## config.mk

```make
export PLATFORM = sky130hd
export DESIGN_NAME = regfile_writeback_queue_flat
export DESIGN_NICKNAME = d
export VERILOG_FILES = /design/src/rtl/regfile_writeback_queue_pkg.sv /design/src/rtl/regfile_writeback_queue_if.sv /design/src/rtl/regfile_writeback_queue_bypass.sv /design/src/rtl/regfile_writeback_queue.sv /design/src/flat_wrapper.sv
export SDC_FILE = /design/constraint.sdc
export NUM_CORES = 1
export LEC_CHECK = 0
export CAP_MARGIN = 25
export CORE_ASPECT_RATIO = 0.6
export CORE_MARGIN = 1
export CORE_UTILIZATION = 37
export CTS_BUF_LIST = sky130_fd_sc_hd__clkbuf_16
export DETAILED_ROUTE_END_ITERATION = 10
export GPL_TIMING_DRIVEN = 0
export MAX_ROUTING_LAYER = met4
export PLACE_DENSITY = 0.61
export SLEW_MARGIN = 20
export SYNTH_ARGS = -nofsm -noshare
export SYNTH_HDL_FRONTEND = slang
export SYNTH_HIERARCHICAL = 1
export SYNTH_SLANG_ARGS = --single-unit
```

## constraint.sdc

```tcl
create_clock -name CLK -period 9.6 [get_ports CLK]
set_input_delay 1.92 -clock CLK [delete_from_list [all_inputs] [get_ports CLK]]
set_output_delay 1.92 -clock CLK [all_outputs]
set_load 0.01 [all_outputs]
```

## src/rtl/regfile_writeback_queue_pkg.sv

```systemverilog
// Shared types for the register-file writeback queue: word/register index types
// and the queued entry layout.
package regfile_writeback_queue_pkg;

  localparam int WORD_W = 32;
  localparam int REG_W  = 5;

  typedef logic [WORD_W-1:0] word_t;
  typedef logic [REG_W-1:0]  regbits_t;

  typedef struct packed {
    logic     v;
    regbits_t sel;
    word_t    dat;
  } wb_entry_t;

  // Register 0 is hardwired, so writes to it are never worth queueing.
  function automatic logic sel_live(regbits_t s);
    return s != '0;
  endfunction

endpackage

```

## src/rtl/regfile_writeback_queue_if.sv

```systemverilog
// Bundle of request, write-port and bypass signals around the writeback queue.
// master = producers/readers driving requests and lookups; slave = the queue.
interface regfile_writeback_queue_if #(parameter int DEPTH = 4);
  import regfile_writeback_queue_pkg::*;

  logic                     alu_valid;
  logic                     alu_ready;
  regbits_t                 alu_sel;
  word_t                    alu_dat;
  logic                     mem_valid;
  logic                     mem_ready;
  regbits_t                 mem_sel;
  word_t                    mem_dat;
  logic                     wb_en;
  logic                     rf_WEN;
  regbits_t                 rf_wsel;
  word_t                    rf_wdat;
  regbits_t                 byp_sel1;
  logic                     byp_hit1;
  word_t                    byp_dat1;
  regbits_t                 byp_sel2;
  logic                     byp_hit2;
  word_t                    byp_dat2;
  logic [$clog2(DEPTH):0]   count;

  modport master (
    output alu_valid, alu_sel, alu_dat,
    output mem_valid, mem_sel, mem_dat,
    output wb_en, byp_sel1, byp_sel2,
    input  alu_ready, mem_ready,
    input  rf_WEN, rf_wsel, rf_wdat,
    input  byp_hit1, byp_dat1, byp_hit2, byp_dat2,
    input  count
  );

  modport slave (
    input  alu_valid, alu_sel, alu_dat,
    input  mem_valid, mem_sel, mem_dat,
    input  wb_en, byp_sel1, byp_sel2,
    output alu_ready, mem_ready,
    output rf_WEN, rf_wsel, rf_wdat,
    output byp_hit1, byp_dat1, byp_hit2, byp_dat2,
    output count
  );

endinterface

```

## src/rtl/regfile_writeback_queue_bypass.sv

```systemverilog
// Youngest-match lookup over the queued entries for one operand bypass port.
module wbq_bypass_match
  import regfile_writeback_queue_pkg::*;
#(
  parameter int DEPTH = 4,
  localparam int PTR_W = $clog2(DEPTH)
) (
  input  wb_entry_t        entries_i [DEPTH],
  input  logic [PTR_W-1:0] rd_ptr_i,
  input  regbits_t         sel_i,
  output logic             hit_o,
  output word_t            dat_o
);

  logic [PTR_W-1:0] idx;

  // Walk oldest to youngest starting at the head so the last match wins.
  always_comb begin
    hit_o = 1'b0;
    dat_o = '0;
    idx   = '0;
    for (int i = 0; i < DEPTH; i++) begin
      idx = rd_ptr_i + PTR_W'(i);
      if (entries_i[idx].v && sel_live(sel_i) && (entries_i[idx].sel == sel_i)) begin
        hit_o = 1'b1;
        dat_o = entries_i[idx].dat;
      end
    end
  end

endmodule

```

## src/rtl/regfile_writeback_queue.sv

```systemverilog
// In-order writeback queue feeding the register file write port, with
// mem-over-ALU request arbitration and two bypass lookup ports.
module regfile_writeback_queue
  import regfile_writeback_queue_pkg::*;
#(
  parameter int DEPTH = 4,
  localparam int PTR_W = $clog2(DEPTH),
  localparam int CNT_W = $clog2(DEPTH) + 1
) (
  input  logic                      CLK,
  input  logic                      nRST,
  regfile_writeback_queue_if.slave  bus
);

  wb_entry_t        entries_q [DEPTH];
  logic [PTR_W-1:0] rd_ptr_q, rd_ptr_d;
  logic [PTR_W-1:0] wr_ptr_q, wr_ptr_d;
  logic [CNT_W-1:0] count_q, count_d;

  logic      not_full;
  logic      mem_acc;
  logic      alu_acc;
  logic      push;
  logic      pop;
  wb_entry_t push_entry;
  wb_entry_t head;

  // Arbitration, push/pop decisions and next pointer/count values.
  always_comb begin
    not_full   = (count_q < CNT_W'(DEPTH));
    mem_acc    = bus.mem_valid & not_full;
    alu_acc    = bus.alu_valid & not_full & ~bus.mem_valid;
    push_entry = '{v: 1'b1, sel: bus.alu_sel, dat: bus.alu_dat};
    if (bus.mem_valid) begin
      push_entry = '{v: 1'b1, sel: bus.mem_sel, dat: bus.mem_dat};
    end
    push = (mem_acc & sel_live(bus.mem_sel)) | (alu_acc & sel_live(bus.alu_sel));
    pop  = (count_q != '0) & bus.wb_en;
    rd_ptr_d = pop  ? rd_ptr_q + 1'b1 : rd_ptr_q;
    wr_ptr_d = push ? wr_ptr_q + 1'b1 : wr_ptr_q;
    count_d  = count_q;
    if (push && !pop) begin
      count_d = count_q + 1'b1;
    end else if (pop && !push) begin
      count_d = count_q - 1'b1;
    end
    head = entries_q[rd_ptr_q];
  end

  // Queue storage, pointers and occupancy; a full queue never pushes, so
  // the write slot never collides with the draining head.
  always_ff @(posedge CLK) begin
    if (!nRST) begin
      for (int i = 0; i < DEPTH; i++) begin
        entries_q[i] <= '0;
      end
      rd_ptr_q <= '0;
      wr_ptr_q <= '0;
      count_q  <= '0;
    end else begin
      if (pop) begin
        entries_q[rd_ptr_q].v <= 1'b0;
      end
      if (push) begin
        entries_q[wr_ptr_q] <= push_entry;
      end
      rd_ptr_q <= rd_ptr_d;
      wr_ptr_q <= wr_ptr_d;
      count_q  <= count_d;
    end
  end

  assign bus.mem_ready = not_full;
  assign bus.alu_ready = not_full & ~bus.mem_valid;
  assign bus.rf_WEN    = pop;
  assign bus.rf_wsel   = (count_q != '0) ? head.sel : '0;
  assign bus.rf_wdat   = (count_q != '0) ? head.dat : '0;
  assign bus.count     = count_q;

  wbq_bypass_match #(.DEPTH(DEPTH)) u_byp1 (
    .entries_i (entries_q),
    .rd_ptr_i  (rd_ptr_q),
    .sel_i     (bus.byp_sel1),
    .hit_o     (bus.byp_hit1),
    .dat_o     (bus.byp_dat1)
  );

  wbq_bypass_match #(.DEPTH(DEPTH)) u_byp2 (
    .entries_i (entries_q),
    .rd_ptr_i  (rd_ptr_q),
    .sel_i     (bus.byp_sel2),
    .hit_o     (bus.byp_hit2),
    .dat_o     (bus.byp_dat2)
  );

endmodule

```

## src/flat_wrapper.sv

```systemverilog
// flat-port wrapper written by rule: the top's interface ports become plain ports
module regfile_writeback_queue_flat import regfile_writeback_queue_pkg::*;
#(
  parameter int DEPTH = 4,
  localparam int PTR_W = $clog2(DEPTH),
  localparam int CNT_W = $clog2(DEPTH) + 1
)
  (CLK, nRST, bus_alu_valid, bus_alu_sel, bus_alu_dat, bus_mem_valid, bus_mem_sel, bus_mem_dat, bus_wb_en, bus_byp_sel1, bus_byp_sel2, bus_alu_ready, bus_mem_ready, bus_rf_WEN, bus_rf_wsel, bus_rf_wdat, bus_byp_hit1, bus_byp_dat1, bus_byp_hit2, bus_byp_dat2, bus_count);
  regfile_writeback_queue_if #(.DEPTH(DEPTH)) bus_i ();
  input  logic CLK;
  input  logic nRST;
  input wire logic [$bits(bus_i.alu_valid)-1:0] bus_alu_valid;
  input wire logic [$bits(bus_i.alu_sel)-1:0] bus_alu_sel;
  input wire logic [$bits(bus_i.alu_dat)-1:0] bus_alu_dat;
  input wire logic [$bits(bus_i.mem_valid)-1:0] bus_mem_valid;
  input wire logic [$bits(bus_i.mem_sel)-1:0] bus_mem_sel;
  input wire logic [$bits(bus_i.mem_dat)-1:0] bus_mem_dat;
  input wire logic [$bits(bus_i.wb_en)-1:0] bus_wb_en;
  input wire logic [$bits(bus_i.byp_sel1)-1:0] bus_byp_sel1;
  input wire logic [$bits(bus_i.byp_sel2)-1:0] bus_byp_sel2;
  output wire logic [$bits(bus_i.alu_ready)-1:0] bus_alu_ready;
  output wire logic [$bits(bus_i.mem_ready)-1:0] bus_mem_ready;
  output wire logic [$bits(bus_i.rf_WEN)-1:0] bus_rf_WEN;
  output wire logic [$bits(bus_i.rf_wsel)-1:0] bus_rf_wsel;
  output wire logic [$bits(bus_i.rf_wdat)-1:0] bus_rf_wdat;
  output wire logic [$bits(bus_i.byp_hit1)-1:0] bus_byp_hit1;
  output wire logic [$bits(bus_i.byp_dat1)-1:0] bus_byp_dat1;
  output wire logic [$bits(bus_i.byp_hit2)-1:0] bus_byp_hit2;
  output wire logic [$bits(bus_i.byp_dat2)-1:0] bus_byp_dat2;
  output wire logic [$bits(bus_i.count)-1:0] bus_count;
  assign bus_i.alu_valid = bus_alu_valid;
  assign bus_i.alu_sel = bus_alu_sel;
  assign bus_i.alu_dat = bus_alu_dat;
  assign bus_i.mem_valid = bus_mem_valid;
  assign bus_i.mem_sel = bus_mem_sel;
  assign bus_i.mem_dat = bus_mem_dat;
  assign bus_i.wb_en = bus_wb_en;
  assign bus_i.byp_sel1 = bus_byp_sel1;
  assign bus_i.byp_sel2 = bus_byp_sel2;
  assign bus_alu_ready = bus_i.alu_ready;
  assign bus_mem_ready = bus_i.mem_ready;
  assign bus_rf_WEN = bus_i.rf_WEN;
  assign bus_rf_wsel = bus_i.rf_wsel;
  assign bus_rf_wdat = bus_i.rf_wdat;
  assign bus_byp_hit1 = bus_i.byp_hit1;
  assign bus_byp_dat1 = bus_i.byp_dat1;
  assign bus_byp_hit2 = bus_i.byp_hit2;
  assign bus_byp_dat2 = bus_i.byp_dat2;
  assign bus_count = bus_i.count;
  regfile_writeback_queue #(.DEPTH(DEPTH)) u_core (.CLK(CLK), .nRST(nRST), .bus(bus_i));
endmodule
```

# Yosys cells after proc, flatten, opt, wreduce, memory -nomap -nowiden

Index checks and enable logic that the tools add are counted.

Register bits after elaboration: 159
Input bits: 89
Output and inout bits: 109
Logic and storage cells: 121

Add/subtract/negate cells: 6
Magnitude comparators: 8
Eq/ne operators: 8
Muxes and demuxes: 42
Bitwise gates (word level): 14
Reduce and logical (&&, ||, !) cells: 28

Operators by type and width:

| operator                                            | count |
|---|---|
| 2-to-1 mux 152 bit                                  | 3 |
| 2-to-1 mux 38 bit                                   | 10 |
| binary-select mux 38 bit (select 2 bit)             | 4 |
| bitwise mux 152 bit                                 | 2 |
| 2-to-1 mux 32 bit                                   | 9 |
| demux 38 bit (select 2 bit)                         | 2 |
| equality test 5 bit                                 | 8 |
| 2-to-1 mux 37 bit                                   | 1 |
| logical AND 1 bit                                   | 20 |
| nonzero test 5 bit                                  | 4 |
| >= comparator 3 bit (second input constant)         | 5 |
| NOT 2 -> 3 bit                                      | 5 |
| 2-to-1 mux 1 bit                                    | 8 |
| bitwise AND 1 bit                                   | 7 |
| < comparator 3 x 1 -> 1 bit (second input constant) | 2 |
| 2-to-1 mux 3 bit                                    | 2 |
| 2-to-1 mux 5 bit                                    | 1 |
| adder 2 x 1 -> 2 bit (second input constant)        | 2 |
| adder 2 bit (second input constant)                 | 2 |
| adder 3 x 1 -> 3 bit (second input constant)        | 1 |
| < comparator 3 bit (second input constant)          | 1 |
| nonzero test 3 bit                                  | 1 |
| subtractor 3 x 1 -> 3 bit (second input constant)   | 1 |
| zero test 1 bit                                     | 2 |
| other kinds (3)                                     | 3 |

# Longest topological paths before layout

Gate-level depths: netlist of run 1.

Depth in word-level cells: 10
Gate-level depth with buffers: 11
Gate-level depth less buffers: 9

# By module

The synthesis of run 1 kept the hierarchy.

By module, submodules not included:

| module                  | instances | cells an instance | area each (sq um) | seq. area each (sq um) |
|---|---|---|---|---|
| wbq_bypass_match        | 2         | 542               | 4048.9            | 0.0 |
| regfile_writeback_queue | 1         | 719               | 7758.7            | 3183.1 |

# Least setup slack after synthesis of run 1

Ideal clock, no wire load.

Kind: input port to output port
From: input port bus_byp_sel1[0]
To: output port bus_byp_dat1[21]
Arrival: 3.921 ns
Data required time: 7.680 ns
Slack: 3.759 ns
Cell stages on the path: 10
Path buffers: 3
Path through: buf_2 > nor4_2 > a211oi_1 > a21o_1 > and4_1 > buf_2 > nor2_2 > clkbuf_1 > o21ai_0 > o32a_1

Longest elaborated chain between the ends: 7
Elaborated cells on any way between the ends: 17
Those cells by class: 4 x eq/ne; 4 x mux; 9 x reduce/logical

Ends and longest elaborated chain:

| what                           | RTL line                             | source |
|---|---|---|
| start: declaration             | flat_wrapper.sv:19                   | `input wire logic [$bits(bus_i.byp_sel1)-1:0] bus_byp_sel1;` |
| nonzero test 5 bit             | regfile_writeback_queue_pkg.sv:19    | `return s != '0;` |
| logical AND 1 bit (2 in a row) | regfile_writeback_queue_bypass.sv:24 | `if (entries_i[idx].v && sel_live(sel_i) && (entries_i[idx].sel == sel_i)) begin` |
| 2-to-1 mux 32 bit (3 in a row) | regfile_writeback_queue_bypass.sv:24 |  |
| 2-to-1 mux 32 bit (*)          | regfile_writeback_queue_bypass.sv:24 |  |
| end: declaration               | flat_wrapper.sv:27                   | `output wire logic [$bits(bus_i.byp_dat1)-1:0] bus_byp_dat1;` |

Every way passes the cells marked *; elsewhere a longest branch is shown, timed or not.

# Worst setup path after layout of run 1

From: input port bus_byp_sel2[1]
To: output port bus_byp_dat2[16]

Longest elaborated chain between the ends: 7
Elaborated cells on any way between the ends: 17
Those cells by class: 4 x eq/ne; 4 x mux; 9 x reduce/logical

Ends and longest elaborated chain:

| what                           | RTL line                             | source |
|---|---|---|
| start: declaration             | flat_wrapper.sv:20                   | `input wire logic [$bits(bus_i.byp_sel2)-1:0] bus_byp_sel2;` |
| nonzero test 5 bit             | regfile_writeback_queue_pkg.sv:19    |  |
| logical AND 1 bit (2 in a row) | regfile_writeback_queue_bypass.sv:24 |  |
| 2-to-1 mux 32 bit (3 in a row) | regfile_writeback_queue_bypass.sv:24 |  |
| 2-to-1 mux 32 bit (*)          | regfile_writeback_queue_bypass.sv:24 |  |
| end: declaration               | flat_wrapper.sv:29                   | `output wire logic [$bits(bus_i.byp_dat2)-1:0] bus_byp_dat2;` |

Marked as above.

==> flow_summary.json, run 1 <==
{
  "grt_usage_pct": 33.0,
  "holdBufCountCts": 0,
  "reg2reg_to": "u_core/entries_q[151]",
  "grt_pass1_wl_um": 104000,
  "vias": 16400,
  "syn_avg_cell_area_um2": 8.79,
  "clk_pin_slew_ns": 0.07,
  "min-delay-start": "u_core/wr_ptr_q[1]",
  "p_per_area_mw_per_mm2": 203,
  "synth-seq-cells": 159,
  "layout_commonest_cell": "mux2i_1",
  "finalHoldViolCount": 0,
  "rsz0062_at_grt": "false",
  "std_cell_rows": 58,
  "whs_endpoint": "u_core/wr_ptr_q[1]",
  "ys_seq_area_share_pct": 20.1,
  "ys_types": 58,
  "hold_depth": 2,
  "cp_max_fo": 10,
  "antenna_cells": 0,
  "maxSlewHeadroom_pct": 19.4,
  "gp_congestion": 1.01,
  "netlist_area_mm2": 0.0159,
  "routedWlPerCell_um": 27.7,
  "cts_tree": "built",
  "endpoint_kind": "primary output",
  "clock_latency_ns": 0.46,
  "slowest_delay_ns": 0.61,
  "synthArstFlopShare_pct": 0,
  "dp.cells": 2561,
  "r2r_cells": 7,
  "finalCritPeriodShare_pct": 78.3,
  "timing.critical_path.max_delay_family": "buffers and inverters",
  "path_buf_inv": 4,
  "synthCells": 1803,
  "io_pins": 198,
  "cp.arrival_ns": 5.59,
  "critPathLaunchType": "primary input",
  "drive_gt1_share_pct": 14.2,
  "port_buffers": 187,
  "finalWorstPathRequiredPeriod_ns": 7.51,
  "grt-ovfl-total": 0,
  "rrSetupSlack_ns": 6.44,
  "critPathKind": "in -> out",
  "p_leak_nw": 6.85,
  "synth_top_flop_cell": "dfxtp_1",
  "cts_buffers": 17,
  "clockRootBuffer": "clkbuf_16",
  "syn-num-nets": 1902,
  "drt_iter0_drc": 2481,
  "die_x_um": 269,
  "area_growth_pct": 20.8,
  "h-tree-depth": 4,
  "synth_edf_count": 0,
  "setup_viol": 0,
  "antenna_found_initial": 1,
  "required_ns": 7.68,
  "post_cts_buffers": 0,
  "drc_errors": 0,
  "die_area_mm2": 0.0437,
  "ant_nets": 0,
  "initial_core_util_pct": 37.7,
  "vdd.ir_drop.worst_uv": 100,
  "outcome": "complete, no violations",
  "tns_ns": 0,
  "hold_ws_ns": 0.506,
  "critical_path.most_common_cell": "clkdlybuf4s50_1",
  "dr.pass1.iters": 6,
  "clock-skew-final_ns": 0.00908,
  "vias_per_cell": 6.33,
  "clock_path_buffers": 2,
  "synth_warnings": 6,
  "max_cap_violations": 0,
  "fin_nets": 2114,
  "drv_slew": 0,
  "clkSinkCount": 159,
  "cts_resized": 0,
  "crit_chain": "clkdlybuf4s50_1, inv_1, or3_1, a31oi_1, nand4_1, nand2_2, clkbuf_1, o21a_1, o32a_1, clkdlybuf4s50_1",
  "r2r-start": "u_core/rd_ptr_q[0]",
  "core_area_mm2": 0.0421,
  "slowest_stage": "clkbuf_1",
  "die_h_um": 162,
  "final_cell_mix": "377 x mux2i_1, 203 x nand2_1, 187 x clkdlybuf4s50_1",
  "grt_max_degree": 17,
  "tightest_slew_ns": 1.21,
  "fin_cells": 2597,
  "wl_um": 71900,
  "fmax_ghz": 0.133,
  "grt_pass1_vias": 15600,
  "detailedPlacementHpwl_um": 51400,
  "min_path_type": "reg -> reg"
}
worst reg2reg max path: cells and delay by family, from the launching register on:
| kind | cells | cell delay, ns |
|---|---|---|
| compound gates | 2 | 0.25 |
| fa+ha+maj | 1 | 0.25 |
| buf+inv | 4 | 1.77 |
| flops | 1 | 0.83 |
registers in the layout, indices dropped and copies added (netlist names):
name and cells:
u_core/rd_ptr_q 2, u_core/wr_ptr_q 2, u_core/entries_q 152, u_core/bus.count 3
how the worst max path moves through the flow:
stage / start / end / cells past startpoint
6_report: bus_byp_sel2[1] / bus_byp_dat2[16] / 10
5_1_grt: bus_byp_sel2[1] / bus_byp_dat2[16] / 11
4_1_cts: bus_byp_sel2[1] / bus_byp_dat2[29] / 11
3_5_place_dp: bus_byp_sel2[1] / bus_byp_dat2[29] / 11
3_3_place_gp: bus_byp_sel2[1] / bus_byp_dat2[29] / 11
2_1_floorplan: bus_byp_sel1[0] / bus_byp_dat1[21] / 10
metrics by stage:
stage	total power (W)	setup WS [ns]	cell area, µm²	util, %
after detailed placement	0.00304	2.22	18500	43.9
after CTS	0.00381	2.21	19100	45.3
final	0.00389	2.09	19100	45.5
after global placement	0.00300	2.16	18400	43.8
after floorplan	0.00232	3.76	15900	-
after global routing	0.00403	1.98	19100	45.5
kinds of logic (layout without fill, tap and decap cells):
kind of cell	count (synthesis)	count (layout)	share of synthesized area, %
flip-flops	159	159	20.1
AO/OA/AOI/OAI	433	433	18.6
multiplexers	537	537	39.2
XOR/XNOR	51	51	2.82
buffers and inverters	186	410	6.69
AND/OR/NAND/NOR	427	427	11.8
adder cells (fa/ha/maj)	10	10	0.836
per-layer routing:
layer	up-vias	wire length, µm	GRT usage, %
met5	-	0	-
met4	0	2120	10.5
met3	124	8150	7.18
met2	1152	29900	47.4
met1	8094	31700	45.9
li1	7068	-	-
power breakdown:
group	total, W	internal, W	switching (W)	leakage (nW)
logic	0.00215	0.000941	0.00120	5.27
registers	0.000980	0.000771	0.000209	1.29
clock network	0.000763	0.000434	0.000329	0.288
total	0.00389	0.00215	0.00174	6.85
synthesized netlist by cell type (all sizes together) (5+ instances only):
| master | instances | area, µm² |
|---|---|---|
| or3 | 5 | 31.3 |
| a21boi | 8 | 60.1 |
| mux2 | 103 | 1160 |
| inv | 15 | 56.3 |
| a221oi | 10 | 100 |
| o2111ai | 8 | 140 |
| mux2i | 377 | 3770 |
| nor3 | 6 | 30.0 |
| and2 | 6 | 37.5 |
| dfxtp | 159 | 3180 |
| xor2 | 17 | 149 |
| ha | 9 | 113 |
| clkbuf | 78 | 293 |
| o32a | 62 | 621 |
| xnor2 | 34 | 298 |
| nand2 | 205 | 774 |
| o21ai | 131 | 656 |
| mux4 | 57 | 1280 |
| a32oi | 6 | 52.6 |
| o21a | 61 | 465 |
| nor2 | 134 | 508 |
| buf | 93 | 712 |
| a21oi | 124 | 621 |
| nand4 | 6 | 37.5 |
| a211oi | 6 | 55.1 |
| nor2b | 46 | 288 |
cell type report:
type	count	area (µm²)
multi-input cells	1458	11600
clock inverters	14	191
clock buffers	17	425
well taps	570	713
plain buffers	171	1010
repair buffers	193	1960
fillers	4124	22900
inverters	15	56.3
flip-flops and latches	159	3180
Power figures use the tool's default switching activity.
==> run 2: changes to the inputs <==
--- a/config.mk
+++ b/config.mk
@@ -13,7 +13,7 @@
 export DETAILED_ROUTE_END_ITERATION = 10
 export GPL_TIMING_DRIVEN = 0
 export MAX_ROUTING_LAYER = met4
-export PLACE_DENSITY = 0.61
+export PLACE_DENSITY = 0.63
 export SLEW_MARGIN = 20
 export SYNTH_ARGS = -nofsm -noshare
 export SYNTH_HDL_FRONTEND = slang
==> constraint.sdc (replaced) <==
create_clock -name CLK -period 6.2 [get_ports CLK]
set_input_delay 1.24 -clock CLK [delete_from_list [all_inputs] [get_ports CLK]]
set_output_delay 1.24 -clock CLK [all_outputs]
set_load 0.01 [all_outputs]
==> run 2 against run 1 <==
  * Worst hold slack improved by 0.0091 ns
  * Sequential cell count did not move
  * Critical path type unchanged
  * Wire length fell by 1.4%
  * Register-to-register slack got worse by 3.1 ns
  * Via count fell by 0.54%
  * Worst setup slack got worse by 2.0 ns
  * Critical endpoint is now bus_byp_dat1[15]
  * Global-route usage fell by 0.44 points
  * Utilization barely moved
  * Cell count barely moved
  * Highest routed layer unchanged
  * Clock power rose by 47%
  * Sequential power rose by 55%
  * Die area did not move
==> flow_summary.json, run 2 (same netlist as run 1, synthesis figures left out) <==
{
  "slowest_delay_ns": 0.68,
  "finalCritPeriodShare_pct": 98.7,
  "vias": 16400,
  "max_cap_violations": 0,
  "final_cell_mix": "377 x mux2i_1, 203 x nand2_1, 187 x clkdlybuf4s50_1",
  "drc_errors": 0,
  "area_growth_pct": 20.6,
  "drive_gt1_share_pct": 14.3,
  "core_area_mm2": 0.0421,
  "tightest_slew_ns": 1.17,
  "clock_path_buffers": 2,
  "endpoint_kind": "primary output",
  "rsz0062_at_grt": "false",
  "r2r_cells": 7,
  "initial_core_util_pct": 37.7,
  "required_ns": 4.96,
  "maxSlewHeadroom_pct": 22.1,
  "clkSinkCount": 159,
  "grt_pass1_wl_um": 103000,
  "wl_um": 70900,
  "drv_slew": 0,
  "vias_per_cell": 6.29,
  "detailedPlacementHpwl_um": 51500,
  "clock_latency_ns": 0.45,
  "cts_buffers": 17,
  "port_buffers": 187,
  "fin_nets": 2115,
  "finalHoldViolCount": 0,
  "fill_cells": 4029,
  "critical_path.most_common_cell": "clkdlybuf4s50_1",
  "die_area_mm2": 0.0437,
  "holdBufCountCts": 0,
  "vdd.ir_drop.worst_uv": 153,
  "min_path_type": "reg -> reg",
  "die_h_um": 162,
  "dr.pass1.iters": 6,
  "drt_iter0_drc": 2291,
  "crit_chain": "clkdlybuf4s50_1, inv_1, or3_1, a31oi_1, and4_1, buf_2, clkbuf_1, a21oi_1, o21a_1, o32a_1, clkdlybuf4s50_1",
  "grt_max_degree": 17,
  "outcome": "complete, no violations",
  "layout_commonest_cell": "mux2i_1",
  "grt_usage_pct": 32.6,
  "critPathKind": "in -> out",
  "finalWorstPathRequiredPeriod_ns": 6.12,
  "clockRootBuffer": "clkbuf_16",
  "p_leak_nw": 6.85,
  "h-tree-depth": 4,
  "hold_ws_ns": 0.515,
  "placed_area_mm2": 0.0185,
  "routedWlPerCell_um": 27.3,
  "setup_viol": 0,
  "antenna_found_initial": 1,
  "cp_max_fo": 10,
  "grt_pass1_vias": 15700,
  "ant_nets": 0,
  "io_pins": 198,
  "clk_pin_slew_ns": 0.07,
  "critPathLaunchType": "primary input",
  "largest-register": "u_core/entries_q",
  "p_per_area_mw_per_mm2": 311,
  "fin_util_pct": 45.5,
  "die_x_um": 269,
  "tns_ns": 0,
  "gp_congestion": 1.02,
  "std_cell_rows": 58,
  "grt-ovfl-total": 0,
  "fmax_ghz": 0.163,
  "hold_depth": 2,
  "post-route-cell-area_mm2": 0.0191,
  "largest_reg_flops": 152,
  "cp.arrival_ns": 4.88,
  "slowest_stage": "clkbuf_1",
  "clock-skew-final_ns": 0.0107,
  "cts_tree": "built"
}
## run 2: changes by cell type in the layout (fill, tap and decap cells not counted), sizes merged
cell	before	now
buf	99	100
bufinv	4	3
clkinv	4	7
clkinvlp	4	2
diode	0	1
## run 2: per-stage QoR
stage	cells	total power, W	setup WS [ns]
floorplan	1803	0.00360	1.72
global placement	2560	0.00463	0.201
detailed placement	2563	0.00471	0.232
CTS	2594	0.00583	0.205
global route	2598	0.00619	0.00242
finish	2599	0.00594	0.0801
## run 2: power breakdown
group          internal (W)  switching (W)
registers           0.00120       0.000327
logic               0.00146        0.00184
clock network      0.000631       0.000492
## run 2: routing by layer
| layer | GRT usage (%) | share of wire [%] | vias up |
|---|---|---|---|
| met5 | - | 0 | - |
| met4 | 11.1 | 3.4 | 0 |
| met3 | 6.94 | 12 | 149 |
| met2 | 46.8 | 41 | 1168 |
| met1 | 45.1 | 43 | 7983 |
| li1 | - | - | 7050 |
## run 2: cell type report
cell class / count / area [µm²] / share of cell area, %
multi-input combinational: 1458 / 11600 / 60.7
sequential: 159 / 3180 / 16.6
timing repair buffer: 194 / 1960 / 10.3
buffer: 171 / 1010 / 5.27
tap: 570 / 713 / 3.73
clock buffer: 17 / 425 / 2.22
clock inverter: 14 / 166 / 0.870
inverter: 15 / 56.3 / 0.294
antenna: 1 / 2.50 / 0.0131
## run 2: what timing repair did
action,CTS,global route
setup endpoints to repair,0,17
buffers inserted,0,0
gates resized for setup,0,5
## run 2: final timing paths
| path | from | endpoint | slack, ns |
|---|---|---|---|
| hold reg to reg | u_core/wr_ptr_q[0] | u_core/wr_ptr_q[0] | 0.51 |
| setup reg to reg | u_core/rd_ptr_q[0] | u_core/entries_q[151] | 3.39 |
| hold / removal | u_core/wr_ptr_q[0] | u_core/wr_ptr_q[0] | 0.51 |
| setup / recovery | bus_byp_sel1[1] | bus_byp_dat1[15] | 0.08 |
## run 2: critical path: cells and delay by family
kind | cells | cell delay, ns
AND/OR/NAND/NOR | 2 | 0.59
AO/OA/AOI/OAI | 4 | 0.73
buffers and inverters | 5 | 2.32
==> run 3: changes to the inputs <==
--- a/config.mk
+++ b/config.mk
@@ -5,6 +5,7 @@
 export SDC_FILE = /design/constraint.sdc
 export NUM_CORES = 1
 export LEC_CHECK = 0
+export ABC_AREA = 1
 export CAP_MARGIN = 25
 export CORE_ASPECT_RATIO = 0.6
 export CORE_MARGIN = 1
@@ -13,7 +14,8 @@
 export DETAILED_ROUTE_END_ITERATION = 10
 export GPL_TIMING_DRIVEN = 0
 export MAX_ROUTING_LAYER = met4
-export PLACE_DENSITY = 0.63
+export PLACE_DENSITY = 0.62
+export REMOVE_ABC_BUFFERS = 1
 export SLEW_MARGIN = 20
 export SYNTH_ARGS = -nofsm -noshare
 export SYNTH_HDL_FRONTEND = slang
==> run 3 against run 2 <==
  * Utilization fell by 1.0 points
  * Via count rose by 45%
  * Worst setup slack improved by 0.0019 ns
  * Register-to-register slack improved by 0.22 ns
  * Synthesized area rose by 21%
  * Cell count rose by 61%
  * Die area rose by 20%
  * Design area rose by 19%
  * Critical endpoint is now bus_byp_dat2[17]
  * Maximum frequency barely moved
  * Total power rose by 57%
  * Clock power fell by 5%
==> flow_summary.json, run 3 <==
{
  "antenna_found_initial": 2,
  "drc_errors": 0,
  "wl_um": 79900,
  "port_buffers": 197,
  "r2r-start": "u_core/bus.count[2]",
  "grt_usage_pct": 30.1,
  "clock_path_buffers": 2,
  "max_cap_violations": 0,
  "critPathLaunchType": "flop",
  "grt-ovfl-total": 0,
  "die_x_um": 295,
  "netlist_area_mm2": 0.0191,
  "synth_edf_count": 0,
  "cp.arrival_ns": 4.88,
  "syn_avg_cell_area_um2": 5.47,
  "clock-skew-final_ns": 0.0204,
  "synthArstFlopShare_pct": 0,
  "clockRootBuffer": "clkbuf_16",
  "min_path_type": "reg -> reg",
  "core_area_mm2": 0.0510,
  "maxSlewHeadroom_pct": 45.4,
  "cts_buffers": 17,
  "post-route-cell-area_mm2": 0.0227,
  "ant_nets": 0,
  "fmax_ghz": 0.163,
  "area_growth_pct": 18.6,
  "largest-register": "u_core/entries_q",
  "r2r_cells": 14,
  "routedWlPerCell_um": 19.1,
  "vias_per_cell": 5.68,
  "endpoint_kind": "primary output",
  "finalHoldViolCount": 0,
  "setup_ws_ns": 0.0820,
  "grt_pass1_wl_um": 119000,
  "whs_endpoint": "u_core/entries_q[151]",
  "min-delay-start": "u_core/entries_q[151]",
  "met2_usage_pct": 43.0,
  "clkSinkCount": 159,
  "finalCritPeriodShare_pct": 98.7,
  "rrSetupSlack_ns": 3.61,
  "synth_warnings": 6,
  "drt_iter0_drc": 3303,
  "ys_top_cells_by_count": "945 x nand2_1, 463 x o21ai_0, 402 x nor2_1",
  "synth_top_flop_cell": "dfxtp_1",
  "p_per_area_mw_per_mm2": 410,
  "dr.pass1.iters": 8,
  "hold_depth": 2,
  "cp_max_fo": 68,
  "power_w": 0.00930,
  "grt_max_degree": 115,
  "fill_cells": 5468,
  "die_area_mm2": 0.0526,
  "tightest_slew_ns": 0.818,
  "die_h_um": 178,
  "grtUsageMet3_pct": 5.30,
  "p_leak_nw": 9.52,
  "ys_types": 26,
  "gp_congestion": 0.907,
  "critPathKind": "reg -> out",
  "largest_reg_flops": 152,
  "layout_commonest_cell": "nand2_1",
  "io_pins": 198,
  "netlist.area_leader.share_pct": 18.6,
  "placed_area_mm2": 0.0219,
  "ys_seq_area_share_pct": 16.7,
  "dp_worst_setup_slack_ns": -0.336,
  "detailedPlacementHpwl_um": 49600,
  "synth-seq-cells": 159,
  "drv_slew": 0,
  "grt_pass1_vias": 20100,
  "initial_core_util_pct": 37.5,
  "dp.cells": 4121,
  "multi_input_area_mm2": 0.0138,
  "std_cell_rows": 64,
  "fin_nets": 3563,
  "yosysTopAreaCell": "nand2_1",
  "top_usage_layer": "met2",
  "reg2reg_to": "u_core/bus.count[2]",
  "grt.met1_usage_pct": 42.4,
  "clock_latency_ns": 0.47,
  "clk_pin_slew_ns": 0.08,
  "yosysMostFrequentCell": "nand2_1",
  "synthTopCellsByArea": "nand2_1 19%, dfxtp_1 17%, o21ai_0 12%, mux2i_1 8.6%, nor2_1 7.9%",
  "cts_tree": "built",
  "fin_cells": 4173,
  "vdd.ir_drop.worst_uv": 276,
  "final_cell_mix": "943 x nand2_1, 463 x o21ai_0, 389 x nor2_1",
  "h-tree-depth": 4,
  "seqCellArea_mm2": 0.00319,
  "required_ns": 4.96,
  "vias": 23700,
  "synthCells": 3494,
  "outcome": "complete, no violations",
  "setup_viol": 0,
  "finalWorstPathRequiredPeriod_ns": 6.12,
  "drive_gt1_share_pct": 5.52
}
-- run 3: worst max-delay path: stages, from the launching register on --
cell             delay [ns]
dfxtp_4                0.52
buf_16                 0.29
buf_16                 0.31
inv_6                  0.20
nand2_1                0.22
nand2_8                0.26
nand3_1                0.15
o21ai_1                0.10
nand2_1                0.14
nand2_1                0.08
nor2_2                 0.30
nand3_4                0.32
buf_12                 0.30
nand2_1                0.11
inv_2                  0.03
a21oi_1                0.35
clkdlybuf4s50_1        0.62
-- run 3: final cells by class --
cell class	count	area share, %
inverter	234	3.97
clock buffer	17	1.88
clock inverter	15	0.469
antenna	3	0.0331
sequential	159	14.1
tap	693	3.82
timing repair buffer	261	14.9
multi-input combinational	2791	60.9
-- run 3: through the flow --
step	setup TNS [ns]	utilization, %	hold slack (ns)
5_1_grt	-0.0128	44.4	0.554
3_3_place_gp	-2374.41	39.9	0.503
3_5_place_dp	-10.64	42.9	0.508
4_1_cts	0	44.2	0.519
6_report	0	44.4	0.527
2_1_floorplan	-1016.62	-	0.481
-- run 3: what timing repair did --
item,4_1_cts,5_1_grt
setup endpoints to repair,66,66
hold buffers,0,0
pin swaps,7,3
resized for setup,3,12
gates cloned,0,4
buffers inserted,9,4
-- run 3: power breakdown --
part,switching (W),internal [W]
combinational,0.00440,0.00232
sequential,0.000297,0.00122
clock,0.000518,0.000543
total,0.00522,0.00408
-- run 3: worst max path at each step --
stage,endpoint,depth (start not counted),start
after floorplan,bus_byp_dat1[10],12,u_core/rd_ptr_q[0]
after global placement,bus_byp_dat2[11],13,u_core/rd_ptr_q[0]
after detailed placement,bus_byp_dat2[11],17,u_core/rd_ptr_q[0]
after CTS,bus_byp_hit1,14,u_core/rd_ptr_q[0]
after global routing,bus_byp_dat2[17],16,u_core/rd_ptr_q[0]
final,bus_byp_dat2[17],16,u_core/rd_ptr_q[0]
-- run 3: routing by layer --
metal | wire length (µm) | vias up
li1 | - | 11600
met1 | 35200 | 10500
met2 | 32400 | 1446
met3 | 10000 | 163
met4 | 2210 | 0
met5 | 0 | -
-- run 3: cell families (layout without fill, tap and decap cells) --
family                     Yosys count  count (layout)  synth area share (%)
AOI/OAI and AO/OA                  750             750                  19.7
adders and majority gates           10              10                 0.694
other                                0               3                     0
buffers and inverters              548             527                  12.9
DFF                                159             159                  16.7
and+or+nand+nor                   1863            1867                  41.4
muxes                              164             164                  8.59
